File: src/rtl/slow_clk_monitor.sv
`default_nettype none
// ----------------------------------------------------------------------------
// slow_clk_monitor : syncs a slow clock, emits edge strobes, measures its
// period and reports lock / mismatch / timeout status.   Revision 1.0
// ----------------------------------------------------------------------------
module slow_clk_monitor #(
  parameter int SYNC_STAGES = 2,
  parameter int CNT_W       = 8,
  parameter int EXP_PERIOD  = 4,
  parameter int TOL         = 0,
  parameter int LOCK_COUNT  = 4,
  parameter int TIMEOUT     = 16
) (
  input  logic             clk,
  input  logic             rst,
  input  logic             slow_in,
  input  logic             err_clr,
  output logic             rise_pulse,
  output logic             fall_pulse,
  output logic [CNT_W-1:0] period,
  output logic             period_valid,
  output logic             locked,
  output logic             mismatch_err,
  output logic             timeout_err
);

  localparam int c_good_w = $clog2(LOCK_COUNT + 1);
  localparam int c_tmo_w  = $clog2(TIMEOUT + 1);
  localparam logic [CNT_W-1:0]   c_cnt_max = {CNT_W{1'b1}};
  localparam logic [CNT_W:0]     c_exp     = (CNT_W+1)'(EXP_PERIOD);
  localparam logic [CNT_W:0]     c_tol     = (CNT_W+1)'(TOL);
  localparam logic [c_tmo_w-1:0] c_tmo_end = c_tmo_w'(TIMEOUT);
  localparam logic [c_tmo_w-1:0] c_tmo_pre = c_tmo_w'(TIMEOUT - 1);

  typedef enum logic [1:0] {
    IDLE    = 2'd0,
    MEASURE = 2'd1,
    LOCKED  = 2'd2
  } state_t;

  state_t                   state_q, state_d;
  logic [SYNC_STAGES-1:0]   sync_q, sync_d;
  logic                     hist_q, hist_d;
  logic                     rise_pulse_q, rise_pulse_d;
  logic                     fall_pulse_q, fall_pulse_d;
  logic [CNT_W-1:0]         cnt_q, cnt_d;
  logic [CNT_W-1:0]         period_q, period_d;
  logic                     period_valid_q, period_valid_d;
  logic                     locked_q, locked_d;
  logic                     mismatch_err_q, mismatch_err_d;
  logic                     timeout_err_q, timeout_err_d;
  logic [c_good_w-1:0]      good_cnt_q, good_cnt_d;
  logic [c_tmo_w-1:0]       tmo_cnt_q, tmo_cnt_d;

  logic                     w_last;
  logic                     w_rise;
  logic                     w_fall;
  logic [CNT_W:0]           w_diff;
  logic                     w_good;
  logic [c_good_w-1:0]      w_good_inc;
  logic                     w_tmo_evt;
  logic                     w_mm_evt;

  assign w_last = sync_q[SYNC_STAGES-1];
  assign w_rise = w_last & ~hist_q;
  assign w_fall = ~w_last & hist_q;

  // Absolute distance from the expected period, one bit wider to avoid wrap.
  assign w_diff = ({1'b0, cnt_q} >= c_exp) ? ({1'b0, cnt_q} - c_exp)
                                           : (c_exp - {1'b0, cnt_q});
  assign w_good     = (w_diff <= c_tol);
  assign w_good_inc = good_cnt_q + c_good_w'(1);
  // A rise landing on the terminal count restarts the window instead.
  assign w_tmo_evt  = ~w_rise & (tmo_cnt_q == c_tmo_pre);

  always_comb begin
    sync_d       = {sync_q[SYNC_STAGES-2:0], slow_in};
    hist_d       = w_last;
    rise_pulse_d = w_rise;
    fall_pulse_d = w_fall;

    if (w_rise)                 cnt_d = CNT_W'(1);
    else if (cnt_q == c_cnt_max) cnt_d = cnt_q;
    else                        cnt_d = cnt_q + CNT_W'(1);

    if (w_rise)                  tmo_cnt_d = '0;
    else if (tmo_cnt_q == c_tmo_end) tmo_cnt_d = tmo_cnt_q;
    else                         tmo_cnt_d = tmo_cnt_q + c_tmo_w'(1);
  end

  always_comb begin
    state_d        = state_q;
    good_cnt_d     = good_cnt_q;
    period_d       = period_q;
    period_valid_d = 1'b0;
    locked_d       = locked_q;
    w_mm_evt       = 1'b0;

    case (state_q)
      IDLE: begin
        if (w_rise) begin
          state_d    = MEASURE;
          good_cnt_d = '0;
        end
      end
      MEASURE: begin
        if (w_rise) begin
          period_d       = cnt_q;
          period_valid_d = 1'b1;
          if (w_good) begin
            good_cnt_d = w_good_inc;
            if (w_good_inc >= c_good_w'(LOCK_COUNT)) begin
              locked_d = 1'b1;
              state_d  = LOCKED;
            end
          end else begin
            good_cnt_d = '0;
          end
        end
      end
      LOCKED: begin
        if (w_rise) begin
          period_d       = cnt_q;
          period_valid_d = 1'b1;
          if (!w_good) begin
            locked_d   = 1'b0;
            w_mm_evt   = 1'b1;
            good_cnt_d = '0;
            state_d    = MEASURE;
          end
        end
      end
      default: begin
        state_d  = IDLE;
        locked_d = 1'b0;
      end
    endcase

    if (w_tmo_evt) begin
      state_d    = IDLE;
      locked_d   = 1'b0;
      good_cnt_d = '0;
    end

    // A fresh error event outranks a simultaneous clear.
    mismatch_err_d = (mismatch_err_q & ~err_clr) | w_mm_evt;
    timeout_err_d  = (timeout_err_q  & ~err_clr) | w_tmo_evt;
  end

  always_ff @(posedge clk) begin
    if (rst) begin
      state_q        <= IDLE;
      sync_q         <= '0;
      hist_q         <= 1'b0;
      rise_pulse_q   <= 1'b0;
      fall_pulse_q   <= 1'b0;
      cnt_q          <= '0;
      period_q       <= '0;
      period_valid_q <= 1'b0;
      locked_q       <= 1'b0;
      mismatch_err_q <= 1'b0;
      timeout_err_q  <= 1'b0;
      good_cnt_q     <= '0;
      tmo_cnt_q      <= '0;
    end else begin
      state_q        <= state_d;
      sync_q         <= sync_d;
      hist_q         <= hist_d;
      rise_pulse_q   <= rise_pulse_d;
      fall_pulse_q   <= fall_pulse_d;
      cnt_q          <= cnt_d;
      period_q       <= period_d;
      period_valid_q <= period_valid_d;
      locked_q       <= locked_d;
      mismatch_err_q <= mismatch_err_d;
      timeout_err_q  <= timeout_err_d;
      good_cnt_q     <= good_cnt_d;
      tmo_cnt_q      <= tmo_cnt_d;
    end
  end

  assign rise_pulse   = rise_pulse_q;
  assign fall_pulse   = fall_pulse_q;
  assign period       = period_q;
  assign period_valid = period_valid_q;
  assign locked       = locked_q;
  assign mismatch_err = mismatch_err_q;
  assign timeout_err  = timeout_err_q;

endmodule
`default_nettype wire

File: config.mk
export PLATFORM = sky130hd
export DESIGN_NAME = slow_clk_monitor
export DESIGN_NICKNAME = d
export VERILOG_FILES = /design/src/rtl/slow_clk_monitor.sv
export SDC_FILE = /design/constraint.sdc
export NUM_CORES = 1
export LEC_CHECK = 0
export ABC_AREA = 0
export ABC_CLOCK_PERIOD_IN_PS = 6000
export CAP_MARGIN = 15
export CORE_UTILIZATION = 50
export DETAILED_ROUTE_END_ITERATION = 10
export HOLD_SLACK_MARGIN = 0.06
export PLACE_DENSITY = 0.77
export SYNTH_ARGS = -nofsm -noshare
export SYNTH_HDL_FRONTEND = slang
export SYNTH_SLANG_ARGS = --single-unit
File: constraint.sdc
create_clock -name clk -period 6 [get_ports clk]
set_input_delay 1.8 -clock clk [delete_from_list [all_inputs] [get_ports clk]]
set_output_delay 1.8 -clock clk [all_outputs]
set_load 0.005 [all_outputs]
==> metrics.txt <==
DRT iter0 DRCs 53; Reg area 700.7 um^2; CP Cell Sequence clkdlybuf4s50_1 -> nand2b_1 -> nor3_1; # rows 20; met3 usage 3.896%; clk slew on worst S/H paths 0.10 ns; Ys Warns 0; Buffers on Ports 17; Placement Cell Area 1847 um^2; Max-Cap Viols 0; die width 59.87 um; Fmax 327.5 MHz; Worst path slowest cell clkdlybuf4s50_1; Tightest Hold Check Type reg2reg; Post-CTS Setup Repair Bufs 0; CTS root buf clkbuf_4; Slew Limit Headroom 47.07%; area of the core 3103 um^2; fin crit period 3.053 ns; crit end category register; Unique masters post-synth 38; status finished, final reports clean; top post-synthesis cells by count 35 x dfxtp_1, 18 x a21oi_1, 18 x nand2_1; P_leak 0.7168 nW; CTS buffer count 5; Antenna diodes 0; Sw Share 26.41%; RSZ-0062 raised after global routing false; max-slew violation count 0; Worst Tran Pin Value 0.7922 ns; io pins 18; crit path kind in2reg; gr usage total 19.90%; Int Power 0.3278 mW; Synth top area share 41.85%; vias in the first global route 1269; M1 GR Usage 22.55%; EDFF count, synth 0; R2R setup slack 3.64 ns; Peak VDD IR 0.0001390 V; critical path data arrival time 3.26 ns; area occupied by multi-input gates 875.8 um^2; Layout Skew 0.005092 ns; Comb power frac 11.9%; Buf+Inv Stages, Crit Path 1; CTS tree yes; total power 0.4455 mW; final hold vios 0; vias 1340; GPL Wtd Cong 0.8325; Max clock buf depth 2; Synth Cell Area 1674 um^2; Gate Count Post-Synth 190; PnR worst setup slack 2.947 ns; switching power 0.1177 mW; fin area 1919 um^2; Largest delay share family, worst path buffers and inverters; GRT met2 Usage 35.08%; max incr delay on CP 0.90 ns; post-DP HPWL 2.381 mm; die area 3584 um^2; setup_tns 0 ns; top-count cell post-synth dfxtp_1; Fill cells 309; FFs w/ async S/R, synth 0%; gr busiest metal met2; gr ovfl total 0; Clk Latency, worst-skew pair 0.34 ns; H-tree levels 2; crit share post-route 50.89%; final setup fails 0; top_reg_cell synth dfxtp_1; P&R area growth vs syn 14.65%; syn nets 207; clock sink count 35; Die H 59.87 um; Via density 5.339; fin nets 223; number of gates resized after CTS 0; ANT nets after route 0; Pwr Density 232.1 nW/um^2; Remaining DRCs 0; drt first pass iters 4; initial antenna violation count 0; Synth area leaders dfxtp_1 42%, ha_1 9.7%, a21oi_1 5.4%; Initial Util 53.95%; drt wl/cell 12.67 um; worst path required time 6.21 ns; hold-fix buffers at CTS 0; Placed Cells 243; Syn Area/Cell 8.811 um^2; startpoint types input port; share of cells above drive strength 1 6.280%; final WL 3.180 mm; maximum fanout along the worst path 19; Synth Register Bits 35; Seq/Total Area, Yosys 41.85%; area leader, netlist dfxtp_1; Flop pwr share 54.7%; worst slack, placed 2.583 ns; first-pass GRT wire length 5.299 mm; clock share of power 33.3%; largest net degree at the start of global routing 20; Non-Filler Instances 251
==> flip-flops by register name, indices dropped and copies added, names as in the netlist <==
register and cells:
fall_pulse 1, state_q 2, hist_q 1, period_valid 1
mismatch_err 1, rise_pulse 1, good_cnt_q 3, cnt_q 8
timeout_err 1, tmo_cnt_q 5, sync_q 2, locked 1
period 8
==> power groups by stage <==
stage               clock network, mW  registers [mW]  logic (mW)
finish                          0.148           0.244      0.0531
global route                    0.161           0.245      0.0599
CTS                             0.151           0.244      0.0533
detailed placement                  0           0.249      0.0530
global placement                    0           0.249      0.0501
floorplan                           0           0.248      0.0425
==> per-stage QoR <==
| stage | utilization [%] | hold WS (ns) |
|---|---|---|
| finish | 61.85 | 0.4547 |
| global route | 61.85 | 0.4848 |
| CTS | 61.85 | 0.4600 |
| detailed placement | 59.52 | 0.4366 |
| global placement | 59.52 | 0.4261 |
| floorplan | - | 0.4138 |
==> placed cells by master, fill, tap and decap left out, types with 3 or more instances in the layout <==
master           netlist  layout
a21oi_1               18      18
and3_1                 3       3
clkbuf_4               0       5
clkdlybuf4s50_1        0      17
dfxtp_1               35      35
ha_1                  13      13
inv_1                 12      12
nand2_1               18      18
nand2b_1               5       5
nand3_1               12      12
nor2_1                15      15
nor2b_1                4       4
nor3_1                 6       6
or4_1                  4       4
xnor2_1                8       8
==> final cells by class <==
cell class	count	share of cell area [%]
Inverter	12	2.347
Clock inverter	1	0.3911
Sequential cell	35	36.51
Multi-Input combinational cell	135	45.63
Clock buffer	7	3.390
Tap cell	44	2.868
Timing Repair Buffer	17	8.866
==> layer usage <==
layer	vias up	part of all wire [%]
li1	684	-
met1	627	45
met2	23	51
met3	6	2.9
met4	0	1.4
met5	-	0
==> path summary, 6_finish.rpt <==
path	start	to	cells past startpoint
worst max register to register	sync_q[1]$_SDFF_PP0_	good_cnt_q[0]$_SDFFE_PP0P_	5
worst min-delay path	sync_q[0]$_SDFF_PP0_	sync_q[1]$_SDFF_PP0_	1
worst min register to register	sync_q[0]$_SDFF_PP0_	sync_q[1]$_SDFF_PP0_	1
worst max-delay path	rst	tmo_cnt_q[2]$_SDFFE_PP0P_	3
==> cell families after synthesis <==
| group | after synthesis | synth area share [%] |
|---|---|---|
| AO/OA/AOI/OAI | 33 | 12.26 |
| XOR/XNOR | 9 | 4.709 |
| adder cells (fa/ha/maj) | 13 | 9.716 |
| buffers and inverters | 20 | 5.829 |
| flip-flops | 35 | 41.85 |
| multiplexers | 2 | 1.196 |
| AND/OR/NAND/NOR | 78 | 24.44 |
Note: power is estimated with default switching activity, not from simulation.
